$ cat src/rtl/lsu_pkg.sv
// Shared types and default widths for the load/store memory master.
package lsu_pkg;

  localparam int unsigned LSU_DATA_W   = 32;
  localparam int unsigned LSU_ADDR_W   = 32;
  localparam int unsigned LSU_ADDR_MAX = 65535;
  localparam int unsigned PERF_W       = 32;

  typedef enum logic [1:0] {
    IDLE  = 2'd0,
    LOAD  = 2'd1,
    STORE = 2'd2,
    RESP  = 2'd3
  } lsu_state_e;

endpackage

$ cat src/rtl/lsu_perf_cnt.sv
// Wrapping event counters for accepted loads, stores and out-of-range requests.
// Only built when LSU_PERF_CNT_EN is defined.
`ifdef LSU_PERF_CNT_EN
module lsu_perf_cnt
  import lsu_pkg::*;
(
  input  logic              clk,
  input  logic              rst,
  input  logic              inc_load,
  input  logic              inc_store,
  input  logic              inc_err,
  output logic [PERF_W-1:0] perf_loads,
  output logic [PERF_W-1:0] perf_stores,
  output logic [PERF_W-1:0] perf_errs
);

  logic [PERF_W-1:0] loads_q;
  logic [PERF_W-1:0] stores_q;
  logic [PERF_W-1:0] errs_q;

  // Plain binary counters; overflow wraps to zero.
  always_ff @(posedge clk) begin
    if (rst) begin
      loads_q  <= '0;
      stores_q <= '0;
      errs_q   <= '0;
    end else begin
      if (inc_load)  loads_q  <= loads_q  + PERF_W'(1);
      if (inc_store) stores_q <= stores_q + PERF_W'(1);
      if (inc_err)   errs_q   <= errs_q   + PERF_W'(1);
    end
  end

  assign perf_loads  = loads_q;
  assign perf_stores = stores_q;
  assign perf_errs   = errs_q;

endmodule
`endif

$ cat src/rtl/lsu_mem_master.sv
// Single-outstanding load/store master driving a word-addressed combinational memory.
// Optional LSU_PERF_CNT_EN adds perf_loads/perf_stores/perf_errs event counters.
module lsu_mem_master
  import lsu_pkg::*;
#(
  parameter int unsigned DATA_W   = LSU_DATA_W,
  parameter int unsigned ADDR_W   = LSU_ADDR_W,
  parameter int unsigned ADDR_MAX = LSU_ADDR_MAX
) (
  input  logic              clk,
  input  logic              rst,
  input  logic              req_valid,
  output logic              req_ready,
  input  logic              req_we,
  input  logic [ADDR_W-1:0] req_addr,
  input  logic [DATA_W-1:0] req_wdata,
  output logic              rsp_valid,
  input  logic              rsp_ready,
  output logic [DATA_W-1:0] rsp_data,
  output logic              rsp_err,
  output logic [ADDR_W-1:0] mem_read_address,
  output logic [ADDR_W-1:0] mem_write_address,
  output logic              mem_write_enable,
  output logic [DATA_W-1:0] mem_data_in,
`ifdef LSU_PERF_CNT_EN
  output logic [PERF_W-1:0] perf_loads,
  output logic [PERF_W-1:0] perf_stores,
  output logic [PERF_W-1:0] perf_errs,
`endif
  input  logic [DATA_W-1:0] mem_data_out
);

  localparam logic [ADDR_W-1:0] ADDR_LIMIT = ADDR_W'(ADDR_MAX);

  lsu_state_e        state_q,    state_d;
  logic              rsp_valid_q, rsp_valid_d;
  logic [DATA_W-1:0] rsp_data_q,  rsp_data_d;
  logic              rsp_err_q,   rsp_err_d;
  logic [ADDR_W-1:0] rd_addr_q,   rd_addr_d;
  logic [ADDR_W-1:0] wr_addr_q,   wr_addr_d;
  logic              we_q,        we_d;
  logic [DATA_W-1:0] wdata_q,     wdata_d;
  logic              addr_err_c;

  assign addr_err_c = (req_addr > ADDR_LIMIT);

  always_ff @(posedge clk) begin
    if (rst) begin
      state_q     <= IDLE;
      rsp_valid_q <= 1'b0;
      rsp_data_q  <= '0;
      rsp_err_q   <= 1'b0;
      rd_addr_q   <= '0;
      wr_addr_q   <= '0;
      we_q        <= 1'b0;
      wdata_q     <= '0;
    end else begin
      state_q     <= state_d;
      rsp_valid_q <= rsp_valid_d;
      rsp_data_q  <= rsp_data_d;
      rsp_err_q   <= rsp_err_d;
      rd_addr_q   <= rd_addr_d;
      wr_addr_q   <= wr_addr_d;
      we_q        <= we_d;
      wdata_q     <= wdata_d;
    end
  end

  // Write strobe defaults low so it can only be high for the single STORE cycle.
  always_comb begin
    state_d     = state_q;
    rsp_valid_d = rsp_valid_q;
    rsp_data_d  = rsp_data_q;
    rsp_err_d   = rsp_err_q;
    rd_addr_d   = rd_addr_q;
    wr_addr_d   = wr_addr_q;
    we_d        = 1'b0;
    wdata_d     = wdata_q;
    unique case (state_q)
      IDLE: begin
        if (req_valid) begin
          if (addr_err_c) begin
            rsp_valid_d = 1'b1;
            rsp_data_d  = '0;
            rsp_err_d   = 1'b1;
            state_d     = RESP;
          end else if (req_we) begin
            wr_addr_d = req_addr;
            wdata_d   = req_wdata;
            we_d      = 1'b1;
            state_d   = STORE;
          end else begin
            rd_addr_d = req_addr;
            state_d   = LOAD;
          end
        end
      end
      LOAD: begin
        rsp_valid_d = 1'b1;
        rsp_data_d  = mem_data_out;
        rsp_err_d   = 1'b0;
        state_d     = RESP;
      end
      STORE: begin
        rsp_valid_d = 1'b1;
        rsp_data_d  = '0;
        rsp_err_d   = 1'b0;
        state_d     = RESP;
      end
      RESP: begin
        if (rsp_ready) begin
          rsp_valid_d = 1'b0;
          state_d     = IDLE;
        end
      end
      default: state_d = IDLE;
    endcase
  end

  assign req_ready         = (state_q == IDLE);
  assign rsp_valid         = rsp_valid_q;
  assign rsp_data          = rsp_data_q;
  assign rsp_err           = rsp_err_q;
  assign mem_read_address  = rd_addr_q;
  assign mem_write_address = wr_addr_q;
  assign mem_write_enable  = we_q;
  assign mem_data_in       = wdata_q;

`ifdef LSU_PERF_CNT_EN
  logic accept_c;
  assign accept_c = (state_q == IDLE) && req_valid;

  lsu_perf_cnt u_perf_cnt (
    .clk         (clk),
    .rst         (rst),
    .inc_load    (accept_c && !addr_err_c && !req_we),
    .inc_store   (accept_c && !addr_err_c &&  req_we),
    .inc_err     (accept_c &&  addr_err_c),
    .perf_loads  (perf_loads),
    .perf_stores (perf_stores),
    .perf_errs   (perf_errs)
  );
`endif

endmodule

$ cat config.mk
export PLATFORM = sky130hd
export DESIGN_NAME = lsu_mem_master
export DESIGN_NICKNAME = d
export VERILOG_FILES = /design/src/rtl/lsu_pkg.sv /design/src/rtl/lsu_perf_cnt.sv /design/src/rtl/lsu_mem_master.sv
export SDC_FILE = /design/constraint.sdc
export NUM_CORES = 1
export LEC_CHECK = 0
export CORE_ASPECT_RATIO = 1.25
export CORE_MARGIN = 5
export CORE_UTILIZATION = 25
export CTS_CLUSTER_DIAMETER = 150
export CTS_CLUSTER_SIZE = 12
export DETAILED_ROUTE_END_ITERATION = 16
export HOLD_SLACK_MARGIN = 0.12
export SYNTH_ARGS = -nofsm -noshare
export SYNTH_HDL_FRONTEND = slang
export SYNTH_SLANG_ARGS = --single-unit
$ cat constraint.sdc
create_clock -name clk -period 2.8 [get_ports clk]
set_input_delay 0.42 -clock clk [delete_from_list [all_inputs] [get_ports clk]]
set_output_delay 0.42 -clock clk [all_outputs]
set_load 0.03 [all_outputs]
Yosys cells after proc, flatten, opt, wreduce, memory -nomap -nowiden
Cells that the tools add are included.
{"block": "totals", "in_bits": 101, "ff_bits": 133, "wordCells": 44, "output_inout_bits": 132}
{"block": "op_classes", "mux": 14, "magnitude_cmp": 1, "eq_ne": 6, "bitwise": 4, "n_reduce_logical": 11}
{"operator": "one-hot mux 32 bit (3 select lines)", "count": 1}
{"operator": "2-to-1 mux 32 bit", "count": 2}
{"operator": "> comparator 32 x 16 -> 1 bit (second input constant)", "count": 1}
{"operator": "AND reduction 3 bit", "count": 3}
{"operator": "2-to-1 mux 2 bit", "count": 4}
{"operator": "AND reduction 4 bit", "count": 2}
{"operator": "one-hot mux 2 bit (3 select lines)", "count": 1}
{"operator": "equality test 2 bit (second input constant)", "count": 2}
{"operator": "2-to-1 mux 1 bit", "count": 4}
{"operator": "!= test 2 bit (second input constant)", "count": 2}
{"operator": "inverter 1 bit", "count": 4}
{"operator": "OR reduction 4 bit", "count": 1}
{"operator": "one-hot mux 1 bit (3 select lines)", "count": 1}
{"operator": "nonzero test 3 bit", "count": 1}
{"operator": "equality test 2 x 1 -> 1 bit (second input constant)", "count": 1}
{"operator": "zero test 2 bit", "count": 1}
{"operator": "!= test 2 x 1 -> 1 bit (second input constant)", "count": 1}
{"operator": "one-hot mux 1 bit (2 select lines)", "count": 1}
{"operator": "AND reduction 2 bit", "count": 1}
{"operator": "nonzero test 2 bit", "count": 1}
{"operator": "OR reduction 2 bit", "count": 1}

Logic depth before layout (Yosys ltp)
Gate-level depths: netlist of the first run.
{"block": "depth", "word_depth": 4, "ltp_mapped": 7}

Worst setup path before layout of the first run
Ideal clock, no wire load.
{"block": "synth_path", "kind": "input -> register", "startpoint": "in req_addr[16]", "endpoint": "reg wr_addr_q[10] (netlist: mem_write_address[10])", "t_arrival_ns": 2.340, "required_time_ns": 2.728, "n_path_buf": 2, "path_stages": 6, "setup_slack_ns": 0.388, "cell_sequence": "or4_1 > or3_1 > buf_6 > nor4_4 > buf_6 > mux2i_1"}
{"block": "synth_between", "elab_chain_cells": 3}
{"element": "from (decl)", "line": "lsu_mem_master.sv:15", "source": "input logic [ADDR_W-1:0] req_addr,"}
{"element": "> comparator 32 x 16 -> 1 bit", "line": "lsu_mem_master.sv:45", "source": "assign addr_err_c = (req_addr > ADDR_LIMIT);"}
{"element": "inverter 1 bit (no line)"}
{"element": "AND reduction 4 bit (no line)"}
{"element": "to (signal assigned)", "line": "lsu_mem_master.sv:63", "source": "wr_addr_q <= wr_addr_d;"}
{"element": "to (decl)", "line": "lsu_mem_master.sv:40", "source": "logic [ADDR_W-1:0] wr_addr_q, wr_addr_d;"}
Every way passes these cells.
A chain may end at the register's enable or synchronous reset.

Worst setup path after layout of the first run
{"block": "layout_path", "startpoint": "reg state_q[1]", "endpoint": "out req_ready"}
{"block": "layout_between", "elab_chain_cells": 1}
{"element": "from (decl)", "line": "lsu_mem_master.sv:35", "source": "lsu_state_e state_q, state_d;"}
{"element": "from (signal assigned)", "line": "lsu_mem_master.sv:58", "source": "state_q <= state_d;"}
{"element": "zero test 2 bit", "line": "lsu_mem_master.sv:120", "source": "assign req_ready = (state_q == IDLE);"}
{"element": "to (decl)", "line": "lsu_mem_master.sv:13", "source": "output logic req_ready,"}
Every way passes these cells.

==> run_results.csv, run 1 <==
group,metric,value,unit
sta,maxSlewViolCount,0,
floorplanning,fp.coreArea,0.0195,mm2
flow_run,cap_viol_max_count,0,
route,viasPerCell,4.48,
yosys,ys_top_cells_by_area,"dfxtp_1, mux2i_1, o32ai_1",
clocking,hold_buffers,0,
place,port_buffers,232,
worst_setup_path,cp_slowest_cell,"clkdlybuf4s50_1",
route,drtIter0Drc,169,
clocking,htreeDepth,4,
route,drt_first_pass_iters,4,
floorplanning,fp.dieW,136,um
layout,layout.nets,857,
global_route,grt_pass1_vias,4673,
place,dp_hpwl,11100,um
yosys,yosysTopAreaCell,"dfxtp_1",
yosys,yosysWarnings,0,
yosys,synthCells,527,
worst_setup_path,critical_path.top_delay_family,"buffers and inverters",
floorplanning,start_util,0.255,
yosys,avgSynthCellArea,9.47,um2
sta,slew_headroom,0.640,
layout,diodes,0,
sta,post-route-min-period,2340,ps
worst_setup_path,cpPeakStageDelay,780,ps
layout,areaGrowthSynthToFinish,65.7,%
yosys,yosys.cell_types.count,32,
worst_setup_path,crit_arrival,1920,ps
clocking,clk_latency,410,ps
yosys,synth_top_area_share,0.534,
layout,drive_gt1_frac,0.0771,
clocking,clkTransAtPathRegs,60,ps
min_path,hp-class,"flip-flop to flip-flop",
sta,rsz0062_at_grt,"no",
pwr,power.leakage,3.06,nW
layout,multi_input_area,0.00189,mm2
worst_setup_path,path_max_fanout,7,
yosys,ys_ff_latch,133,
clocking,clock-root-buffer,"clkbuf_16",
pwr,vdd_drop_max,406,uV
sta,setup_viol,0,
sta,fin_crit_sh,0.835,
global_route,grt_start_max_net_pins,50,
floorplanning,die-area,0.0229,mm2
pwr,power.total,5.33,mW
floorplanning,pin_count,233,
yosys,seq_area_frac_synth,0.534,
route,drc,0,
layout,seq_area,0.00266,mm2
global_route,grt_pass1_wl,25100,um
floorplanning,fp-row-count,57,
sta,finalHoldViolations,0,
sta,tns,0,ps
layout,fillCellCount,1973,
clocking,cts_buffers,17,
worst_setup_path,start_kind,"flip-flop",
worst_setup_path,worstSetupPathType,"flip-flop to output pin",
sta,fmax,428,MHz
worst_setup_path,cp-end-kind,"output pin",
floorplanning,die_h,168,um
worst_setup_path,path_cells,"inv_1, ha_1, clkdlybuf4s50_1",
pwr,power_density,645,mW/mm2
route,drt-total-wl,16100,um
clocking,cts_tree,"yes",
global_route,grt_usage,0.139,
clocking,clockBufferDepth,2,
yosys,syn_nets,632,
clocking,post_cts_resized,0,
outcome,outcome,"complete, no violations",
worst_setup_path,crit_buf_inv,2,
worst_setup_path,cp_data_required_time,2380,ps
sta,tightest_slew,540,ps
yosys,synthesis.area,0.00499,mm2
route,wl_per_cell,15.6,um
route,drt.antenna.violating_nets,0,
global_route,overflow,0,
sta,skew,8.49,ps
global_route,antenna_found_initial,0,
route,num_vias,4617,
place,gp_congestion,0.732,
clocking,cts_setup_buffers,0,
clocking,clock-sinks,133,
layout by cell type, fill, tap and decap left out, drive strengths merged, types with 32 or more instances in the layout:
cell,n
mux2i,32
inv,77
dfxtp,133
a21oi,34
nand2,49
and2,33
o32ai,32
clkdlybuf4s50,231
nand4,33
o31ai,32
logic make-up (layout without fill, tap and decap cells):
group	count (synthesis)	count (layout)	synth area share
AND/OR/NAND/NOR	134	134	0.145
flip-flops	133	133	0.534
buffers and inverters	115	353	0.0908
adder cells (fa/ha/maj)	4	4	0.0100
multiplexers	32	32	0.0642
AO/OA/AOI/OAI	109	109	0.156
cells in the mapped netlist:
cell type and n:
a21oi_1 34, nand4_1 33, nand2b_1 1, nand3_1 4
buf_6 2, nand2_1 49, nor3_1 3, o41ai_1 1
nor4_4 1, buf_2 5, a211o_1 1, o22ai_1 1
a31oi_1 3, or4_1 3, nor4_1 2, ha_1 4
inv_2 2, or4_4 1, dfxtp_1 133, or3_1 2
mux2i_1 32, o2111ai_1 1, buf_1 5, a22o_1 2
o211a_1 1, and2_1 33, inv_1 69, o32ai_1 32
a21boi_1 1, clkbuf_1 32, nor2_1 2, o31ai_1 32
worst paths after layout:
| check | from | to | slack (ps) | cells past startpoint |
|---|---|---|---|---|
| max | state_q[1]$_SDFFE_PP0P_ | req_ready | 460 | 3 |
| min | mem_write_address[6]$_SDFFE_PP0P_ | mem_write_address[6]$_SDFFE_PP0P_ | 450 | 2 |
| max reg2reg | state_q[1]$_SDFFE_PP0P_ | mem_data_in[5]$_SDFFE_PP0P_ | 910 | 7 |
| min reg2reg | mem_write_address[6]$_SDFFE_PP0P_ | mem_write_address[6]$_SDFFE_PP0P_ | 450 | 2 |
registers in the layout, indices dropped and copies added (netlist names):
name and cells:
rsp_err 1, mem_write_address 32, mem_write_enable 1, mem_read_address 32, state_q 2, rsp_data 32
mem_data_in 32, rsp_valid 1
worst reg2reg max path, stage by stage (launching register included):
cell and delay (ps):
dfxtp_1 350, inv_1 90, ha_1 290, inv_1 150
nor3_2 260, buf_4 390, nand4_1 160, a21oi_1 140
routing by layer:
| layer | track usage | vias up | share of wire |
|---|---|---|---|
| li1 | - | 2287 | - |
| met1 | 0.163 | 2153 | 0.42 |
| met2 | 0.227 | 158 | 0.48 |
| met3 | 0.0540 | 19 | 0.079 |
| met4 | 0.0522 | 0 | 0.021 |
| met5 | 0 | - | 0 |
metrics by stage:
stage          utilization  setup slack [ps]  hold slack [ps]  instance area, um2  std cells
2_1_floorplan            -               388              504                4990        527
3_3_place_gp         0.391               104              441                7640        998
3_5_place_dp         0.391              74.3              443                7640        998
4_1_cts              0.423               441              458                8270       1030
5_1_grt              0.423               344              475                8270       1030
6_report             0.423               462              453                8270       1030
layout make-up:
| type | count | share of cell area |
|---|---|---|
| clock buffer | 17 | 0.0515 |
| multi-input combinational | 279 | 0.229 |
| clock inverter | 15 | 0.0238 |
| inverter | 71 | 0.0322 |
| tap | 265 | 0.0401 |
| sequential | 133 | 0.322 |
| timing repair buffer | 250 | 0.301 |
where the power goes:
| part | internal (mW) | switching [mW] |
|---|---|---|
| registers | 1.98 | 0.0531 |
| clock network | 1.43 | 0.931 |
| logic | 0.410 | 0.525 |
| total | 3.82 | 1.51 |
Note: power is estimated with default switching activity, not from simulation.
==> run 2: changes to the inputs <==
==> constraint.sdc (replaced) <==
create_clock -name clk -period 2.02 [get_ports clk]
set_input_delay 0.303 -clock clk [delete_from_list [all_inputs] [get_ports clk]]
set_output_delay 0.303 -clock clk [all_outputs]
set_load 0.03 [all_outputs]
==> run 2 against run 1 <==
  * Sequential power up 39%
  * Non-clock buffer count rose by 21
  * Setup slack lost 340 ps
  * Global-route usage increased by 0.27 points
  * Largest power group unchanged
==> run_results.csv, run 2 (synthesis gave the netlist of run 1 again) <==
group,metric,value,unit
route,dr_wl_met3,1280,um
pwr,power.total,7.58,mW
floorplanning,die_h,168,um
min_path,min_to,"mem_data_in[30]$_SDFFE_PP0P_",
global_route,grt_start_max_net_pins,51,
pwr,power.leakage,3.35,nW
route,top_layer_used,"met4",
min_path,hold_depth,2,
sta,maxSlewViolCount,0,
worst_setup_path,start_kind,"input port",
floorplanning,die-area,0.0229,mm2
worst_setup_path,timing.rr.end,"rsp_data[31]$_SDFFE_PP0P_",
worst_setup_path,reg2reg_depth,6,
worst_setup_path,worstSetupPathType,"input port to flip-flop",
route,num_vias,4709,
route,drt_first_pass_iters,4,
sta,fin_crit_sh,0.937,
global_route,overflow,0,
worst_setup_path,cp_slowest_cell,"clkdlybuf4s50_1",
worst_setup_path,path_cells,"clkdlybuf4s50_1, nor4_1, buf_4, nand2_1, nor4_4, buf_4, clkbuf_16, mux2i_1",
route,drc,0,
place,port_buffers,232,
pwr,power_density,872,mW/mm2
sta,finalHoldViolations,0,
sta,worst_slack,126,ps
clocking,clockBufferDepth,2,
place,place_area,0.00785,mm2
flow_run,cap_viol_max_count,0,
layout,final_util,0.445,
pwr,vdd_drop_max,538,uV
route,viasPerCell,4.48,
worst_setup_path,r2r_start,"state_q[0]$_SDFFE_PP0P_",
route,drtIter0Drc,162,
worst_setup_path,cpMostUsedCell,"buf_4",
place,dp_hpwl,11500,um
sta,fmax,528,MHz
global_route,antenna_found_initial,0,
floorplanning,fp.coreArea,0.0195,mm2
sta,setup_viol,0,
sta,skew,6.41,ps
clocking,htreeDepth,4,
floorplanning,fp.dieW,136,um
clocking,clock-sinks,133,
sta,rsz0062_at_grt,"no",
place,pre_cts_slack,-553,ps
floorplanning,pin_count,233,
worst_setup_path,regToRegSetupSlack,180,ps
sta,tns,0,ps
global_route,grt_pass1_vias,4617,
worst_setup_path,cp-end-kind,"flip-flop",
worst_setup_path,cp_data_required_time,2360,ps
layout,drive_gt1_frac,0.121,
sta,tightest_slew,509,ps
route,wl_met2,8350,um
layout,diodes,0,
sta,post-route-min-period,1890,ps
min_path,min_from,"rst",
sta,slew_headroom,0.661,
layout,areaGrowthSynthToFinish,74.3,%
worst_setup_path,crit_arrival,2240,ps
route,drt.antenna.violating_nets,0,
clocking,cts_buffers,17,
floorplanning,fp-row-count,57,
worst_setup_path,path_max_fanout,8,
route,m1WireLength,7000,um
clocking,cts_tree,"yes",
clocking,clk_latency,420,ps
route,drt-total-wl,16900,um
layout,final_cell_mix,"clkdlybuf4s50_1, dfxtp_1, inv_1",
layout,layout_commonest_cell,"clkdlybuf4s50_1",
layout,fin_area,0.00870,mm2
outcome,outcome,"complete, no violations",
clocking,clkTransAtPathRegs,60,ps
layout,layout.nets,878,
clocking,clock-root-buffer,"clkbuf_16",
floorplanning,start_util,0.255,
global_route,grt_usage,0.141,
worst_setup_path,cpPeakStageDelay,420,ps
place,gp_congestion,0.761,
clocking,hold_buffers,0,
global_route,grt_pass1_wl,25500,um
min_path,hp-class,"input port to flip-flop",
route,wl_per_cell,16.1,um
-- run 2: cell types whose count changed in the layout (fill, tap and decap cells not counted), moves of 6 or more --
cell             before  now
buf_12                3    9
buf_4                15   25
clkdlybuf4s50_1     231  218
dlymetal6s2s_1        0   12
o32ai_1              32   24
o32ai_2               0    8
-- run 2: power breakdown --
group	leakage [nW]	internal (mW)	switching, mW	total, mW
Sequential	1.07	2.74	0.0759	2.82
Combinational	1.97	0.627	0.774	1.40
Clock	0.305	2.12	1.24	3.36
-- run 2: metrics by stage --
stage / instances / hold slack (ps)
floorplan: 527 / 441
global placement: 1014 / 442
detailed placement: 1014 / 443
CTS: 1046 / 285
global route: 1051 / 309
finish: 1051 / 297
-- run 2: area by class of cell --
cell class	count	area, um2
multi-input combinational	279	2000
timing repair buffer	271	2800
clock inverter	13	196
clock buffer	19	443
inverter	71	267
fill	1943	10800
sequential	133	2660
tap	265	332
-- run 2: timing repair --
item	4_1_cts	5_1_grt
pin swaps	0	12
gates cloned	0	3
gates resized for setup	3	27
buffers inserted	0	2
setup endpoints to repair	73	82
-- run 2: worst max path at each step --
stage,startpoint,end,cells past startpoint
3_5_place_dp,req_addr[17],rsp_data[3]$_SDFFE_PP0P_,6
5_1_grt,req_addr[23],mem_write_address[8]$_SDFFE_PP0P_,8
2_1_floorplan,req_addr[16],mem_write_address[10]$_SDFFE_PP0P_,6
6_report,req_addr[23],mem_write_address[9]$_SDFFE_PP0P_,8
3_3_place_gp,req_addr[17],rsp_data[29]$_SDFFE_PP0P_,6
4_1_cts,req_addr[17],mem_write_address[7]$_SDFFE_PP0P_,6
-- run 2: per-layer routing --
metal	global-route usage	up-vias
met2	0.232	147
met1	0.164	2218
met3	0.0567	14
met4	0.0544	0
li1	-	2330
met5	0	-
-- run 2: critical path, delay by kind of cell --
family / cells / cell delay (ps)
buffers and inverters: 4 / 970
muxes: 1 / 180
and+or+nand+nor: 3 / 770
==> run 3: changes to the inputs <==
--- a/config.mk
+++ b/config.mk
@@ -12,6 +12,7 @@
 export CTS_CLUSTER_SIZE = 12
 export DETAILED_ROUTE_END_ITERATION = 16
 export HOLD_SLACK_MARGIN = 0.12
+export SLEW_MARGIN = 20
 export SYNTH_ARGS = -nofsm -noshare
 export SYNTH_HDL_FRONTEND = slang
 export SYNTH_SLANG_ARGS = --single-unit
==> constraint.sdc (replaced) <==
create_clock -name clk -period 2.02 [get_ports clk]
set_input_delay 0.404 -clock clk [delete_from_list [all_inputs] [get_ports clk]]
set_output_delay 0.404 -clock clk [all_outputs]
set_load 0.03 [all_outputs]
==> run 3 against run 2 <==
  * Sequential share of layout area is 0.26 points higher
  * Largest cell class unchanged
  * Combinational power up 6%
  * Fmax down 5.0%
  * Critical path type unchanged
  * Sequential power about the same
  * Total power fell by 0.49%
  * Setup slack worse by 99 ps
==> run_results.csv, run 3 (synthesis gave the netlist of run 1 again) <==
group,metric,value,unit
layout,fin_area,0.00862,mm2
worst_setup_path,cp-end-kind,"flip-flop",
sta,tightest_slew,463,ps
floorplanning,start_util,0.255,
route,viasPerCell,4.42,
worst_setup_path,critical_path.top_delay_family,"simple AND/OR/NAND/NOR gates",
worst_setup_path,startpoint,"req_addr[19]",
sta,fin_crit_sh,0.986,
floorplanning,fp.dieW,136,um
route,drtIter0Drc,187,
pwr,vdd_drop_max,588,uV
worst_setup_path,crit_end,"rsp_data[24]$_SDFFE_PP0P_",
global_route,antenna_found_initial,1,
clocking,hold_buffers,0,
worst_setup_path,path_max_fanout,8,
worst_setup_path,path_cells,"clkdlybuf4s15_1, or4_4, or3_4, buf_6, o2111ai_4, buf_12, clkbuf_16, o32ai_1",
worst_setup_path,regToRegSetupSlack,230,ps
sta,finalHoldViolations,0,
flow_run,cap_viol_max_count,0,
clocking,clockBufferDepth,2,
layout,layout.nets,878,
sta,setup_viol,0,
worst_setup_path,timing.rr.end,"rsp_data[28]$_SDFFE_PP0P_",
place,place_area,0.00781,mm2
place,dp_hpwl,11200,um
sta,tns,0,ps
clocking,htreeDepth,4,
global_route,grt_usage,0.141,
sta,slew_headroom,0.691,
min_path,hp-class,"input port to flip-flop",
floorplanning,die_h,168,um
global_route,grt_pass1_vias,4707,
route,drt_first_pass_iters,4,
layout,final_cell_mix,"clkdlybuf4s50_1, dfxtp_1, inv_1",
sta,whs,376,ps
route,drt-total-wl,16600,um
clocking,clock-root-buffer,"clkbuf_16",
worst_setup_path,cp_data_required_time,2300,ps
floorplanning,fp-row-count,57,
worst_setup_path,reg2reg_depth,8,
worst_setup_path,cp_slowest_cell,"or4_4",
place,port_buffers,232,
worst_setup_path,cpPeakStageDelay,510,ps
clocking,clkTransAtPathRegs,60,ps
clocking,cts_buffers,17,
worst_setup_path,worstSetupPathType,"input port to flip-flop",
floorplanning,pin_count,233,
sta,post-route-min-period,1990,ps
route,num_vias,4650,
clocking,cts_tree,"yes",
layout,layout_commonest_cell,"clkdlybuf4s50_1",
sta,skew,6.99,ps
worst_setup_path,crit_buf_inv,4,
pwr,power_density,875,mW/mm2
sta,maxSlewViolCount,0,
layout,drive_gt1_frac,0.112,
sta,fmax,502,MHz
clocking,clock-sinks,133,
worst_setup_path,crit_arrival,2280,ps
outcome,outcome,"complete, no violations",
floorplanning,die-area,0.0229,mm2
global_route,grt_start_max_net_pins,70,
worst_setup_path,r2r_start,"state_q[0]$_SDFFE_PP0P_",
clocking,clk_latency,410,ps
pwr,power.leakage,3.25,nW
global_route,overflow,0,
route,wl_per_cell,15.8,um
worst_setup_path,start_kind,"input port",
route,drt.antenna.violating_nets,0,
global_route,grt_pass1_wl,25600,um
route,drc,0,
floorplanning,fp.coreArea,0.0195,mm2
place,gp_congestion,0.742,
sta,rsz0062_at_grt,"no",
worst_setup_path,crit_cells,8,
layout,areaGrowthSynthToFinish,72.9,%
==> run 3: cell types whose count changed in the layout (fill, tap and decap cells not counted), sizes merged, moves of 2 or more <==
cell and change:
clkdlybuf4s15 +7, clkbuf -2, dlygate4sd2 +3, dlymetal6s2s -12, inv +2, buf +2
==> run 3: repair_timing <==
action                                  4_1_cts  5_1_grt
hold endpoints to repair                      0        0
gates cloned                                  3        1
endpoints found under the setup margin      113       66
resized for setup                            23       11
setup buffers                                 3        0
pin swaps                                     6        4
==> run 3: where the power goes <==
part / internal (mW) / total, mW / switching, mW / leakage [nW]
clock network: 1.98 / 3.25 / 1.27 / 0.296
logic: 0.698 / 1.48 / 0.786 / 1.88
registers: 2.74 / 2.82 / 0.0721 / 1.07
total: 5.42 / 7.55 / 2.12 / 3.25
==> run 3: worst register-to-register path, cell delays in order, from the launching register on <==
cell	delay, ps
dfxtp_1	420
inv_1	70
ha_1	230
inv_1	170
nor2_1	100
buf_4	150
a21boi_2	200
buf_12	220
o32ai_1	110
==> run 3: worst min path at each step <==
stage | startpoint | to | slack (ps) | cells after the start
2_1_floorplan | state_q[1]$_SDFFE_PP0P_ | state_q[1]$_SDFFE_PP0P_ | 500 | 1
3_3_place_gp | mem_write_address[24]$_SDFFE_PP0P_ | mem_write_address[24]$_SDFFE_PP0P_ | 440 | 1
3_5_place_dp | mem_write_address[29]$_SDFFE_PP0P_ | mem_write_address[29]$_SDFFE_PP0P_ | 440 | 1
4_1_cts | rst | rsp_valid$_SDFFE_PP0P_ | 370 | 3
5_1_grt | rst | rsp_valid$_SDFFE_PP0P_ | 380 | 3
6_report | rst | rsp_valid$_SDFFE_PP0P_ | 380 | 3
==> run 3: metal layers <==
metal	vias to the layer above	share of wire	global-route usage
li1	2333	-	-
met1	2119	0.42	0.171
met3	31	0.086	0.0546
met2	165	0.47	0.219
met5	-	0.00042	0
met4	2	0.030	0.0631
==> run 3: stage by stage <==
step,std cells,total power [mW],setup slack (ps),utilization
finish,1052,7.55,27.6,0.441
global route,1051,7.89,0.254,0.441
CTS,1050,7.63,1.75,0.438
detailed placement,1012,4.25,-653,0.399
global placement,1012,4.25,-638,0.399
floorplan,527,3.54,-297,-
==> run 3: cell type report <==
cell class | count | area (um2)
Clock buffer | 17 | 425
Fill cell | 1965 | 10900
Sequential cell | 133 | 2660
Multi-Input combinational cell | 279 | 1950
Tap cell | 265 | 332
Clock inverter | 15 | 195
Antenna cell | 1 | 2.50
Timing Repair Buffer | 271 | 2790
Inverter | 71 | 267
